**config.mk**
```make
export PLATFORM = sky130hd
export DESIGN_NAME = sd_spi_host
export DESIGN_NICKNAME = d
export VERILOG_FILES = /design/src/rtl/sd_spi_host.sv
export SDC_FILE = /design/constraint.sdc
export NUM_CORES = 1
export LEC_CHECK = 0
export BUFFER_PORTS_ARGS = -buffer_cell sky130_fd_sc_hd__buf_2
export CAP_MARGIN = 20
export CORE_UTILIZATION = 40
export CTS_CLUSTER_DIAMETER = 120
export DETAILED_ROUTE_END_ITERATION = 8
export PLACE_DENSITY = 0.61
export REMOVE_ABC_BUFFERS = 1
export SLEW_MARGIN = 15
export SYNTH_ARGS = -nofsm -noshare
export SYNTH_HDL_FRONTEND = slang
export SYNTH_SLANG_ARGS = --single-unit
export TNS_END_PERCENT = 20
```
**constraint.sdc**
```tcl
create_clock -name clk -period 5.6 [get_ports clk]
set_input_delay 0.28 -clock clk [delete_from_list [all_inputs] [get_ports clk]]
set_output_delay 0.28 -clock clk [all_outputs]
set_load 0.02 [all_outputs]
```
**src/rtl/sd_spi_host.sv**
```systemverilog
// SD card SPI-mode host: single-block CMD17 read / CMD24 write.
// Frames the command with CRC-7 and moves one 64-bit block with CRC-16.
module sd_spi_host #(
  parameter logic [5:0]  CMD_RD = 6'd17,
  parameter logic [5:0]  CMD_WR = 6'd24,
  parameter int unsigned WR_GAP = 8
) (
  input  logic        clk,
  input  logic        rst,
  input  logic        in_valid,
  input  logic        in_wr,
  input  logic [15:0] in_addr,
  input  logic [63:0] in_data,
  input  logic        MISO,
  output logic        MOSI,
  output logic        busy,
  output logic        out_valid,
  output logic [63:0] out_data,
  output logic        err
);

  typedef enum logic [3:0] {
    S_IDLE,
    S_CMD_TX,
    S_RESP_WAIT,
    S_RESP_RX,
    S_TOKEN_WAIT,
    S_RD_DATA,
    S_RD_CRC,
    S_WR_GAP,
    S_WR_TOKEN,
    S_WR_DATA,
    S_WR_CRC,
    S_DRESP_WAIT,
    S_DRESP_RX,
    S_BUSY_WAIT,
    S_DONE
  } state_t;

  localparam logic [7:0] GAP_LAST = 8'(WR_GAP - 1);

  function automatic logic [6:0] crc7(input logic [39:0] d);
    logic [6:0] c;
    logic       fb;
    c = '0;
    for (int i = 39; i >= 0; i--) begin
      fb = d[i] ^ c[6];
      c  = {c[5:0], 1'b0};
      if (fb) c = c ^ 7'h09;
    end
    return c;
  endfunction

  function automatic logic [15:0] crc16(input logic [63:0] d);
    logic [15:0] c;
    logic        fb;
    c = '0;
    for (int i = 63; i >= 0; i--) begin
      fb = d[i] ^ c[15];
      c  = {c[14:0], 1'b0};
      if (fb) c = c ^ 16'h1021;
    end
    return c;
  endfunction

  state_t      state, state_d;
  logic [7:0]  cnt, cnt_d;
  logic        wr_q;
  logic [63:0] data_q;
  logic [87:0] tx_sr;
  logic [15:0] crc_rx;
  logic [7:0]  resp_q;
  logic [39:0] hdr;
  logic        tx_active;

  assign hdr = {2'b01, in_wr ? CMD_WR : CMD_RD,
                16'h0, in_addr};

  assign tx_active = state inside {S_CMD_TX, S_WR_TOKEN,
                                   S_WR_DATA, S_WR_CRC};

  assign MOSI      = tx_active ? tx_sr[87] : 1'b1;
  assign busy      = (state != S_IDLE);
  assign out_valid = (state == S_DONE);
  assign out_data  = (out_valid && !wr_q) ? data_q : '0;
  assign err       = out_valid &&
                     (wr_q ? (resp_q != 8'h05)
                           : (crc_rx != crc16(data_q)));

  always_comb begin
    state_d = state;
    cnt_d   = cnt + 8'd1;
    unique case (state)
      S_IDLE: begin
        cnt_d = '0;
        if (in_valid) state_d = S_CMD_TX;
      end
      S_CMD_TX: begin
        if (cnt == 8'd47) begin
          state_d = S_RESP_WAIT;
          cnt_d   = '0;
        end
      end
      S_RESP_WAIT: begin
        cnt_d = '0;
        if (!MISO) state_d = S_RESP_RX;
      end
      // a stray 1 simply terminates R1 early
      S_RESP_RX: begin
        if (MISO || cnt == 8'd6) begin
          cnt_d   = '0;
          state_d = wr_q ? S_WR_GAP : S_TOKEN_WAIT;
        end
      end
      S_TOKEN_WAIT: begin
        cnt_d = '0;
        if (!MISO) state_d = S_RD_DATA;
      end
      S_RD_DATA: begin
        if (cnt == 8'd63) begin
          state_d = S_RD_CRC;
          cnt_d   = '0;
        end
      end
      S_RD_CRC: begin
        if (cnt == 8'd15) begin
          state_d = S_DONE;
          cnt_d   = '0;
        end
      end
      S_WR_GAP: begin
        if (cnt == GAP_LAST) begin
          state_d = S_WR_TOKEN;
          cnt_d   = '0;
        end
      end
      S_WR_TOKEN: begin
        if (cnt == 8'd7) begin
          state_d = S_WR_DATA;
          cnt_d   = '0;
        end
      end
      S_WR_DATA: begin
        if (cnt == 8'd63) begin
          state_d = S_WR_CRC;
          cnt_d   = '0;
        end
      end
      S_WR_CRC: begin
        if (cnt == 8'd15) begin
          state_d = S_DRESP_WAIT;
          cnt_d   = '0;
        end
      end
      S_DRESP_WAIT: begin
        cnt_d = '0;
        if (!MISO) state_d = S_DRESP_RX;
      end
      S_DRESP_RX: begin
        if (cnt == 8'd6) begin
          state_d = S_BUSY_WAIT;
          cnt_d   = '0;
        end
      end
      S_BUSY_WAIT: begin
        cnt_d = '0;
        if (MISO) state_d = S_DONE;
      end
      S_DONE: begin
        cnt_d   = '0;
        state_d = S_IDLE;
      end
      default: begin
        cnt_d   = '0;
        state_d = S_IDLE;
      end
    endcase
  end

  always_ff @(posedge clk) begin
    if (rst) begin
      state  <= S_IDLE;
      cnt    <= '0;
      wr_q   <= 1'b0;
      data_q <= '0;
      tx_sr  <= '1;
      crc_rx <= '0;
      resp_q <= '0;
    end else begin
      state <= state_d;
      cnt   <= cnt_d;
      unique case (state)
        S_IDLE: begin
          if (in_valid) begin
            wr_q   <= in_wr;
            data_q <= in_data;
            tx_sr  <= {hdr, crc7(hdr), 1'b1,
                       40'hFF_FFFF_FFFF};
          end
        end
        S_CMD_TX, S_WR_TOKEN, S_WR_DATA, S_WR_CRC:
          tx_sr <= {tx_sr[86:0], 1'b1};
        S_WR_GAP: begin
          if (cnt == GAP_LAST)
            tx_sr <= {8'hFE, data_q, crc16(data_q)};
        end
        S_RD_DATA:
          data_q <= {data_q[62:0], MISO};
        S_RD_CRC:
          crc_rx <= {crc_rx[14:0], MISO};
        // shifting while waiting leaves the last 8 bits
        S_DRESP_WAIT, S_DRESP_RX:
          resp_q <= {resp_q[6:0], MISO};
        default: ;
      endcase
    end
  end

endmodule
```
==> results by group, run 1 <==
Global routing
  • Met1 Resource Use GR: 0.295
  • Most congested layer reported by global routing: met2
  • Initial antenna violation count: 0
  • Global-route track usage on met2: 0.355
  • Total track usage: 0.215
  • Global-route wire length before repair: 52000 µm
  • Gr ovfl total: 0
  • Met3 Use GR: 0.0357
  • Pin count of the biggest net entering global routing: 96
  • Vias in the first global route: 9221

Finish
  • Layout net count: 1482
  • Diodes inserted: 0
  • Layout Area Growth over Synthesis: 13.0%
  • Number of fillers in the final layout: 2913
  • Reg area: 3790 µm²
  • Layout cells sized above 1: 0.169
  • Area taken by multi-input logic gates: 7910 µm²

Place
  • Dpl ws: 0.526 ns
  • Final GP Congestion: 0.851
  • DP Wirelength: 22500 µm
  • IO buf count: 152

Timing
  • Post-Route Skew: 0.0196 ns
  • Unrepaired setup endpoints after global routing: no
  • Worst-case headroom to the max-slew limit: 0.261
  • Achievable clock frequency: 185 MHz
  • Max-slew violation total from the final report: 0
  • Setup violation total in the final timing report: 0
  • Number of hold violations in the final report: 0
  • Post-route setup slack: 0.207 ns
  • Crit share post-route: 0.963
  • Minimum hold slack: 0.161 ns
  • Min Tclk post-route: 5.39 ns
  • Worst slew pin tran: 1.11 ns

Yosys
  • Number of instances in the synthesized netlist: 1323
  • Dominant cell type by area after synthesis: sky130_fd_sc_hd__dfxtp_1
  • Leading post-synthesis cells by cell area: sky130_fd_sc_hd__dfxtp_1 31%, sky130_fd_sc_hd__xnor3_1 8.2%, sky130_fd_sc_hd__xnor2_1 7.4%
  • EDFF count, synth: 0
  • Mean instance size in the synthesized netlist: 9.15 µm²
  • Share of flip-flops with an asynchronous set or reset after synthesis: 0
  • Share of the synthesized area in the top cell type: 0.313
  • Most frequently used cell type in the post-synthesis netlist: sky130_fd_sc_hd__dfxtp_1
  • Leading post-synthesis cells by instance count: 189 x sky130_fd_sc_hd__dfxtp_1, 128 x sky130_fd_sc_hd__nor2_1, 102 x sky130_fd_sc_hd__xnor2_1
  • Part of the Yosys area used for sequential elements: 0.313
  • Synth warn: 0
  • Post-Syn Area: 12100 µm²
  • Most used flip-flop cell after synthesis: sky130_fd_sc_hd__dfxtp_1
  • Post-synthesis cell type count: 55
  • #FFs+latches synth: 189

Worst setup path
  • Crit-path most repeated cell: sky130_fd_sc_hd__xnor3_2
  • CP delay by family, top: XOR/XNOR gates
  • Critical path, cell by cell: xnor3_2 -> xnor2_4 -> xnor3_2 -> xnor2_4 -> xor3_2 -> xnor3_2 -> xnor3_2 -> xnor2_1 -> or3_1 -> a222oi_1 -> a21oi_1 -> buf_2
  • Arrival time at the worst endpoint: 5.11 ns
  • Crit. path cell count: 12
  • Critical Path Sink Type: output pin
  • Combined buffer and inverter count along the critical path: 1
  • Slowest-stage cell, CP: sky130_fd_sc_hd__xnor3_2
  • Class of the most critical setup path: reg2out
  • Depth of the worst register-to-register path: 12
  • Highest fanout seen on the critical path: 8
  • Kind of start point of the critical path: flop
  • Critical path's largest stage delay: 0.54 ns
  • Worst Path Required: 5.32 ns

Die
  • Standard-cell row count: 63
  • Initial cell density of the core: 0.407
  • Std-Cell Core Area: 29700 µm²
  • Vertical die dimension: 176 µm
  • Die area: 31000 µm²
  • Number of placed I/O pins: 153
  • Die width: 176 µm

Clocking
  • Clock insertion delay at the later pin of the skew report: 0.45 ns
  • Number of hold buffers added after cts: 0
  • CTS tree: built
  • Number of buffers created by CTS: 17
  • Sink count of the clock tree: 189
  • Register clock-pin slew on the reported worst setup and hold paths: 0.08 ns
  • Buffer levels on the longest clock path: 2
  • Clock root buffer: sky130_fd_sc_hd__clkbuf_16
  • Number of H-tree levels: 4

Route
  • DRT iter0 DRCs: 857
  • Via-per-instance ratio: 5.43
  • Average wire per cell in the routed design: 18.4 µm
  • Drt drc: 0
  • Via count: 9761
  • Antenna Nets Post-Route: 0
  • Pre-Repair DR Iteration Count: 6
  • Total wire length after detailed routing: 33100 µm

Job
  • Max-cap check violation count: 0

Worst hold path
  • Worst hold stages: 3
  • Kind of path behind the tightest hold check: in2reg

Outcome
  • Status: finished, final reports clean
## per-stage QoR
step | std cells | setup TNS (ns) | cell area (µm²) | utilization
final | 1798 | 0 | 13700 | 0.460
after CTS | 1796 | 0 | 13600 | 0.459
after detailed placement | 1764 | 0 | 13000 | 0.439
after global placement | 1764 | 0 | 13000 | 0.439
after floorplan | 1207 | -48.37 | 11600 | -
after global routing | 1798 | 0 | 13700 | 0.460
## flip-flops by register name (all words and copies together) (netlist names)
name,flops
wr_q,1
cnt,8
resp_q,8
data_q,64
tx_sr,88
state,4
crc_rx,16
## final timing paths
kind / from / endpoint / slack, ns
min: in_data[32] / data_q[32] / 0.16
max: data_q[59] / err / 0.21
min reg2reg: cnt[0] / cnt[0] / 0.46
max reg2reg: data_q[56] / tx_sr[15] / 1.26
## worst reg2reg max path: stages (launching register included)
cell                      delay (ns)
sky130_fd_sc_hd__dfxtp_1        0.47
sky130_fd_sc_hd__xor3_1         0.56
sky130_fd_sc_hd__xnor2_1        0.29
sky130_fd_sc_hd__xnor2_2        0.19
sky130_fd_sc_hd__buf_4          0.16
sky130_fd_sc_hd__xnor3_1        0.32
sky130_fd_sc_hd__xnor3_2        0.42
sky130_fd_sc_hd__xnor3_2        0.49
sky130_fd_sc_hd__xnor2_4        0.19
sky130_fd_sc_hd__xnor2_1        0.46
sky130_fd_sc_hd__xor2_1         0.25
sky130_fd_sc_hd__o21ai_0        0.12
sky130_fd_sc_hd__a211o_1        0.31
## cell families after synthesis
group	Yosys count	share of synthesized area
AND/OR/NAND/NOR	415	0.169
buffers and inverters	122	0.0393
flip-flops	189	0.313
AO/OA/AOI/OAI	295	0.165
XOR/XNOR	226	0.251
adder cells (fa/ha/maj)	2	0.00207
multiplexers	74	0.0612
## cell usage in the layout (no fill, tap or decap), types with 46 or more instances in the layout
master	synthesis	routed
sky130_fd_sc_hd__a211oi_1	67	67
sky130_fd_sc_hd__a22oi_1	49	49
sky130_fd_sc_hd__and2_1	66	65
sky130_fd_sc_hd__buf_2	4	151
sky130_fd_sc_hd__dfxtp_1	189	183
sky130_fd_sc_hd__mux2i_1	74	74
sky130_fd_sc_hd__nand2_1	70	68
sky130_fd_sc_hd__nand2b_1	64	64
sky130_fd_sc_hd__nand3_1	48	48
sky130_fd_sc_hd__nor2_1	128	127
sky130_fd_sc_hd__o21ai_0	66	66
sky130_fd_sc_hd__xnor2_1	102	102
sky130_fd_sc_hd__xor2_1	48	46
## what timing repair did
item                                    in CTS  in global routing
resized for setup                            0                 11
endpoints found under the setup margin       0                  1
endpoints found under the hold margin        0                  0
buffers inserted                             0                  2
## routing by layer
metal,wire [µm],up-vias,share of wire
li1,-,4791,-
met5,0,-,0
met4,367,0,0.011
met3,1470,27,0.045
met2,15600,275,0.47
met1,15600,4668,0.47
## layout make-up
class / instances / area share
Tap cell: 390 / 0.0357
Timing Repair Buffer: 169 / 0.0651
Clock inverter: 12 / 0.00878
Clock buffer: 20 / 0.0334
Inverter: 6 / 0.00165
Multi-Input combinational cell: 1012 / 0.578
Sequential cell: 189 / 0.277
Power of run 1 is left out: the tool's default activity adds up to more than one toggle a clock period on the data nets, which glitch-free logic cannot reach.
==> run 2: changes to the inputs <==
--- a/config.mk
+++ b/config.mk
@@ -8,6 +8,7 @@
 export BUFFER_PORTS_ARGS = -buffer_cell sky130_fd_sc_hd__buf_2
 export CAP_MARGIN = 20
 export CORE_UTILIZATION = 40
+export CTS_BUF_LIST = sky130_fd_sc_hd__clkbuf_4 sky130_fd_sc_hd__clkbuf_8
 export CTS_CLUSTER_DIAMETER = 120
 export DETAILED_ROUTE_END_ITERATION = 8
 export PLACE_DENSITY = 0.61
==> results by group, run 2 (synthesis gave the netlist of run 1 again) <==
Outcome
  • Status: finished, final reports clean (unchanged)

Timing
  • Max-slew violation total from the final report: 0 (unchanged)
  • Min Tclk post-route: 5.42 ns (was 5.39 ns)
  • Setup violation total in the final timing report: 0 (unchanged)
  • Achievable clock frequency: 184 MHz (was 185 MHz)
  • Post-Route Skew: 0.0225 ns (was 0.0196 ns)
  • Crit share post-route: 0.969 (was 0.963)
  • Unrepaired setup endpoints after global routing: no (unchanged)
  • Worst slew pin tran: 1.11 ns (about the same)
  • Worst-case headroom to the max-slew limit: 0.263 (was 0.261)
  • Number of hold violations in the final report: 0 (unchanged)

Clocking
  • Number of buffers created by CTS: 17 (unchanged)
  • Buffer levels on the longest clock path: 2 (unchanged)
  • Clock root buffer: sky130_fd_sc_hd__clkbuf_8 (was sky130_fd_sc_hd__clkbuf_16)
  • Register clock-pin slew on the reported worst setup and hold paths: 0.12 ns (was 0.08 ns)
  • Sink count of the clock tree: 189 (unchanged)
  • Clock insertion delay at the later pin of the skew report: 0.49 ns (was 0.45 ns)
  • Number of hold buffers added after cts: 0 (unchanged)
  • CTS tree: built (unchanged)
  • Number of H-tree levels: 4 (unchanged)

Route
  • Via count: 9682 (was 9761)
  • Antenna Nets Post-Route: 0 (unchanged)
  • Total wire length after detailed routing: 32700 µm (was 33100 µm)
  • Via-per-instance ratio: 5.37 (was 5.43)
  • Average wire per cell in the routed design: 18.2 µm (was 18.4 µm)
  • Drt drc: 0 (unchanged)
  • DRT iter0 DRCs: 861 (was 857)
  • Pre-Repair DR Iteration Count: 6 (unchanged)

Place
  • DP Wirelength: 22500 µm (unchanged)
  • IO buf count: 152 (unchanged)
  • Area of placed instances: 13000 µm² (unchanged)
  • Final GP Congestion: 0.851 (unchanged)

Worst setup path
  • Crit-path most repeated cell: sky130_fd_sc_hd__xnor3_2 (unchanged)
  • Register-to-register setup slack: 1.28 ns (was 1.26 ns)
  • Depth of the worst register-to-register path: 11 (was 12)
  • Highest fanout seen on the critical path: 6 (was 8)
  • CP delay by family, top: XOR/XNOR gates (unchanged)
  • Slowest-stage cell, CP: sky130_fd_sc_hd__xor3_2 (was sky130_fd_sc_hd__xnor3_2)
  • Combined buffer and inverter count along the critical path: 1 (unchanged)
  • Arrival time at the worst endpoint: 5.14 ns (was 5.11 ns)
  • Kind of start point of the critical path: flop (unchanged)
  • Worst Path Required: 5.32 ns (about the same)
  • FF-to-FF End: tx_sr[15] (unchanged)
  • Critical path, cell by cell: xor3_2 -> xnor3_1 -> xnor3_2 -> xnor3_2 -> xnor3_2 -> xor2_1 -> xnor3_2 -> xnor2_1 -> or3_1 -> a222oi_1 -> a21oi_1 -> buf_2 (was xnor3_2 -> xnor2_4 -> xnor3_2 -> xnor2_4 -> xor3_2 -> xnor3_2 -> xnor3_2 -> xnor2_1 -> or3_1 -> a222oi_1 -> a21oi_1 -> buf_2)
  • Class of the most critical setup path: reg2out (unchanged)
  • Origin of the critical flop-to-flop path: data_q[57] (was data_q[56])
  • Critical Path Sink Type: output pin (unchanged)
  • Critical path's largest stage delay: 0.52 ns (was 0.54 ns)

Worst hold path
  • Worst-case hold path end point: data_q[32] (unchanged)
  • Worst Min Path Start: in_data[32] (unchanged)
  • Kind of path behind the tightest hold check: in2reg (unchanged)
  • Worst hold stages: 3 (unchanged)

Finish
  • Commonest cells after routing, fill and taps aside: 181 x sky130_fd_sc_hd__dfxtp_1, 151 x sky130_fd_sc_hd__buf_2, 127 x sky130_fd_sc_hd__nor2_1, 100 x sky130_fd_sc_hd__xnor2_1, 74 x sky130_fd_sc_hd__mux2i_1 (was 183 x sky130_fd_sc_hd__dfxtp_1, 151 x sky130_fd_sc_hd__buf_2, 127 x sky130_fd_sc_hd__nor2_1, 102 x sky130_fd_sc_hd__xnor2_1, 74 x sky130_fd_sc_hd__mux2i_1)
  • Most common library cell in the layout ignoring fill and taps: sky130_fd_sc_hd__dfxtp_1 (unchanged)
  • Diodes inserted: 0 (unchanged)
  • Layout net count: 1486 (was 1482)
  • Layout Area Growth over Synthesis: 12.0% (was 13.0%)
  • Largest registers ranked by flip-flop count: tx_sr (88), data_q (64), crc_rx (16) (unchanged)
  • Register ranked first by flip-flop count: tx_sr (unchanged)
  • Flip-flop count of the largest register after layout: 88 (unchanged)
  • Summed area of non-filler cells in the final layout: 13600 µm² (was 13700 µm²)
  • Layout cells sized above 1: 0.178 (was 0.169)

Die
  • Die area: 31000 µm² (unchanged)
  • Initial cell density of the core: 0.407 (unchanged)
  • Vertical die dimension: 176 µm (unchanged)
  • Die width: 176 µm (unchanged)
  • Std-Cell Core Area: 29700 µm² (unchanged)
  • Number of placed I/O pins: 153 (unchanged)
  • Standard-cell row count: 63 (unchanged)

Global routing
  • Gr ovfl total: 0 (unchanged)
  • Vias in the first global route: 9133 (was 9221)
  • Pin count of the biggest net entering global routing: 96 (unchanged)
  • Initial antenna violation count: 0 (unchanged)
  • Total track usage: 0.214 (was 0.215)
  • Global-route wire length before repair: 51800 µm (was 52000 µm)

Job
  • Max-cap check violation count: 0 (unchanged)
[run 2: routing by layer]
| metal | track usage | part of all wire | vias up |
|---|---|---|---|
| li1 | - | - | 4795 |
| met1 | 0.296 | 0.48 | 4624 |
| met3 | 0.0345 | 0.044 | 21 |
| met4 | 0.0424 | 0.0094 | 0 |
| met2 | 0.351 | 0.47 | 242 |
| met5 | 0 | 0 | - |
[run 2: worst max-delay path by stage]
stage | from | slack (ns) | cells past startpoint | endpoint
finish | data_q[56] | 0.18 | 12 | err
global route | data_q[56] | 0.01 | 12 | err
CTS | data_q[59] | 0.01 | 12 | err
detailed placement | data_q[58] | 0.53 | 12 | err
global placement | data_q[58] | 0.59 | 12 | err
floorplan | state[0] | -0.68 | 6 | tx_sr[12]
[run 2: final cells by class]
type	instances	area, µm²
Fill cell	2923	16200
Multi-Input combinational cell	1012	7950
Sequential cell	189	3790
Timing Repair Buffer	173	921
Tap cell	390	488
Clock buffer	20	269
Clock inverter	12	120
Inverter	6	22.5
[run 2: worst reg2reg max path: stages, from the launching register on]
cell                      delay (ns)
sky130_fd_sc_hd__dfxtp_1        0.42
sky130_fd_sc_hd__xnor2_4        0.41
sky130_fd_sc_hd__xor3_2         0.49
sky130_fd_sc_hd__xnor2_4        0.23
sky130_fd_sc_hd__xnor3_1        0.45
sky130_fd_sc_hd__xnor3_2        0.42
sky130_fd_sc_hd__xnor3_2        0.49
sky130_fd_sc_hd__xnor2_4        0.19
sky130_fd_sc_hd__xnor2_1        0.45
sky130_fd_sc_hd__xor2_1         0.24
sky130_fd_sc_hd__o21ai_0        0.11
sky130_fd_sc_hd__a211o_1        0.31
[run 2: timing repair]
item	in CTS	in global routing
endpoints found under the hold margin	0	0
buffers inserted	0	6
endpoints found under the setup margin	1	1
resized for setup	3	17
pin swaps	0	4
[run 2: through the flow]
step / setup TNS, ns / utilization / setup WS, ns / instances / hold slack, ns
after floorplan: -48.37 / - / -0.683 / 1207 / 0.349
after global placement: 0 / 0.439 / 0.587 / 1764 / 0.443
after detailed placement: 0 / 0.439 / 0.526 / 1764 / 0.446
after CTS: 0 / 0.453 / 0.00987 / 1796 / 0.0847
after global routing: 0 / 0.456 / 0.0115 / 1802 / 0.0883
final: 0 / 0.456 / 0.175 / 1802 / 0.107
Power of run 2 is left out for the same reason.
==> run 3: changes to the inputs <==
--- a/config.mk
+++ b/config.mk
@@ -7,11 +7,12 @@
 export LEC_CHECK = 0
 export BUFFER_PORTS_ARGS = -buffer_cell sky130_fd_sc_hd__buf_2
 export CAP_MARGIN = 20
-export CORE_UTILIZATION = 40
+export CORE_UTILIZATION = 25
 export CTS_BUF_LIST = sky130_fd_sc_hd__clkbuf_4 sky130_fd_sc_hd__clkbuf_8
 export CTS_CLUSTER_DIAMETER = 120
 export DETAILED_ROUTE_END_ITERATION = 8
-export PLACE_DENSITY = 0.61
+export GPL_TIMING_DRIVEN = 0
+export PLACE_DENSITY = 0.43
 export REMOVE_ABC_BUFFERS = 1
 export SLEW_MARGIN = 15
 export SYNTH_ARGS = -nofsm -noshare
==> results by group, run 3 (synthesis gave the netlist of run 1 again) <==
Global routing
  • Vias in the first global route: 9503 (was 9133)
  • Total track usage: 0.155 (was 0.214)
  • Pin count of the biggest net entering global routing: 107 (was 96)
  • Gr ovfl total: 0 (unchanged)
  • Global-route wire length before repair: 58600 µm (was 51800 µm)
  • Initial antenna violation count: 1 (was 0)

Die
  • Die area: 49300 µm² (was 31000 µm²)
  • Die width: 222 µm (was 176 µm)
  • Std-Cell Core Area: 47700 µm² (was 29700 µm²)
  • Initial cell density of the core: 0.253 (was 0.407)
  • Number of placed I/O pins: 153 (unchanged)
  • Vertical die dimension: 222 µm (was 176 µm)
  • Standard-cell row count: 80 (was 63)

Route
  • Via count: 9992 (was 9682)
  • DRT iter0 DRCs: 680 (was 861)
  • Total wire length after detailed routing: 37800 µm (was 32700 µm)
  • Antenna Nets Post-Route: 0 (unchanged)
  • Drt drc: 0 (unchanged)
  • Average wire per cell in the routed design: 18.0 µm (was 18.2 µm)
  • Pre-Repair DR Iteration Count: 5 (was 6)
  • Via-per-instance ratio: 4.76 (was 5.37)

Finish
  • Layout cells sized above 1: 0.210 (was 0.178)
  • Layout Area Growth over Synthesis: 23.5% (was 12.0%)
  • Largest registers ranked by flip-flop count: tx_sr (88), data_q (64), crc_rx (16) (unchanged)
  • Commonest cells after routing, fill and taps aside: 172 x sky130_fd_sc_hd__dfxtp_1, 151 x sky130_fd_sc_hd__buf_2, 127 x sky130_fd_sc_hd__nor2_1, 87 x sky130_fd_sc_hd__xnor2_1, 74 x sky130_fd_sc_hd__mux2i_1 (was 181 x sky130_fd_sc_hd__dfxtp_1, 151 x sky130_fd_sc_hd__buf_2, 127 x sky130_fd_sc_hd__nor2_1, 100 x sky130_fd_sc_hd__xnor2_1, 74 x sky130_fd_sc_hd__mux2i_1)
  • Register ranked first by flip-flop count: tx_sr (unchanged)
  • Non-filler instance count after layout: 2097 (was 1802)
  • Layout net count: 1557 (was 1486)
  • Number of fillers in the final layout: 5008 (was 2923)
  • Diodes inserted: 0 (unchanged)
  • Most common library cell in the layout ignoring fill and taps: sky130_fd_sc_hd__dfxtp_1 (unchanged)
  • Flip-flop count of the largest register after layout: 88 (unchanged)

Place
  • Final GP Congestion: 0.811 (was 0.851)
  • Total placed cells including tap cells: 1994 (was 1764)
  • DP Wirelength: 26600 µm (was 22500 µm)
  • IO buf count: 152 (unchanged)

Worst setup path
  • Crit-path most repeated cell: sky130_fd_sc_hd__xnor3_2 (unchanged)
  • Slowest-stage cell, CP: sky130_fd_sc_hd__or4_1 (was sky130_fd_sc_hd__xor3_2)
  • FF-to-FF End: tx_sr[43] (was tx_sr[15])
  • Worst Path Required: 5.32 ns (about the same)
  • Critical Path Sink Type: output pin (unchanged)
  • Origin of the critical flop-to-flop path: state[2] (was data_q[57])
  • Class of the most critical setup path: reg2out (unchanged)
  • Arrival time at the worst endpoint: 5.08 ns (was 5.14 ns)
  • Highest fanout seen on the critical path: 7 (was 6)
  • Depth of the worst register-to-register path: 10 (was 11)
  • Critical path, cell by cell: xnor3_2 -> xnor2_4 -> buf_4 -> xnor3_1 -> xnor2_2 -> xnor3_2 -> xnor3_2 -> xnor2_4 -> buf_4 -> xnor2_1 -> or4_1 -> a2111oi_4 -> a21oi_1 -> buf_2 (was xor3_2 -> xnor3_1 -> xnor3_2 -> xnor3_2 -> xnor3_2 -> xor2_1 -> xnor3_2 -> xnor2_1 -> or3_1 -> a222oi_1 -> a21oi_1 -> buf_2)
  • Critical path's largest stage delay: 0.57 ns (was 0.52 ns)
  • Kind of start point of the critical path: flop (unchanged)
  • Register-to-register setup slack: 1.25 ns (was 1.28 ns)

Worst hold path
  • Kind of path behind the tightest hold check: in2reg (unchanged)
  • Worst hold stages: 3 (unchanged)
  • Worst-case hold path end point: data_q[55] (was data_q[32])
  • Worst Min Path Start: in_data[55] (was in_data[32])

Job
  • Max-cap check violation count: 0 (unchanged)

Timing
  • Setup violation total in the final timing report: 0 (unchanged)
  • Number of hold violations in the final report: 0 (unchanged)
  • Max-slew violation total from the final report: 0 (unchanged)
  • Post-Route Skew: 0.0177 ns (was 0.0225 ns)
  • Crit share post-route: 0.958 (was 0.969)
  • Worst slew pin tran: 0.760 ns (was 1.11 ns)
  • Achievable clock frequency: 186 MHz (was 184 MHz)
  • Worst-case headroom to the max-slew limit: 0.492 (was 0.263)
  • Min Tclk post-route: 5.36 ns (was 5.42 ns)

Clocking
  • CTS tree: built (unchanged)
  • Buffer levels on the longest clock path: 2 (unchanged)
  • Clock insertion delay at the later pin of the skew report: 0.56 ns (was 0.49 ns)
  • Register clock-pin slew on the reported worst setup and hold paths: 0.10 ns (was 0.12 ns)
  • Number of H-tree levels: 4 (unchanged)
  • Number of buffers created by CTS: 17 (unchanged)
  • Sink count of the clock tree: 189 (unchanged)
  • Clock root buffer: sky130_fd_sc_hd__clkbuf_8 (unchanged)

Outcome
  • Status: finished, final reports clean (unchanged)
-- run 3: how the worst max path moves through the flow --
stage / from / to / slack, ns / cells after the start
floorplan: state[0] / tx_sr[12] / -0.68 / 6
global placement: state[3] / tx_sr[63] / -5.31 / 7
detailed placement: data_q[59] / err / 0.08 / 11
CTS: data_q[62] / err / 0.01 / 12
global route: data_q[60] / err / -0.0008 / 12
finish: data_q[54] / err / 0.24 / 14
-- run 3: final cells by class --
type	count	area, µm²	share of cell area
multi-input combinational	1012	8190	0.548
sequential	189	3820	0.256
timing repair buffer	244	1760	0.118
tap	615	769	0.0515
clock buffer	23	298	0.0199
clock inverter	8	83.8	0.00561
inverter	6	22.5	0.00151
-- run 3: metrics by stage --
stage	cell area, µm²	TNS [ns]	worst slack, ns	utilization	hold WS, ns
floorplan	11600	-48.37	-0.683	-	0.349
global placement	13200	-520.81	-5.31	0.276	0.446
detailed placement	13600	0	0.0819	0.284	0.455
CTS	14600	0	0.0110	0.306	0.00120
global route	15000	-0.000815	-0.000815	0.313	0.0391
finish	15000	0	0.236	0.313	0.0605
-- run 3: critical path, delay by kind of cell, from the launching register on --
family / cells / cell delay, ns
AOI/OAI and AO/OA: 2 / 0.50
xor gates and xnor gates: 8 / 2.51
buffers and inverters: 3 / 0.51
and+or+nand+nor: 1 / 0.57
DFF: 1 / 0.43
-- run 3: timing repair --
item | 4_1_cts | 5_1_grt
hold endpoints to repair | 50 | 0
pin swaps | 10 | 16
resized for setup | 33 | 38
setup buffers | 7 | 14
endpoints found under the setup margin | 1 | 1
hold buffers | 50 | 0
-- run 3: layer usage --
| layer | part of all wire | wire, µm | vias to the layer above | GRT usage |
|---|---|---|---|---|
| met5 | 0 | 0 | - | 0 |
| met4 | 0.017 | 634 | 0 | 0.0522 |
| met3 | 0.036 | 1370 | 32 | 0.0292 |
| met2 | 0.47 | 17600 | 203 | 0.247 |
| met1 | 0.48 | 18100 | 4834 | 0.210 |
| li1 | - | - | 4923 | - |
Power of run 3 is left out for the same reason.
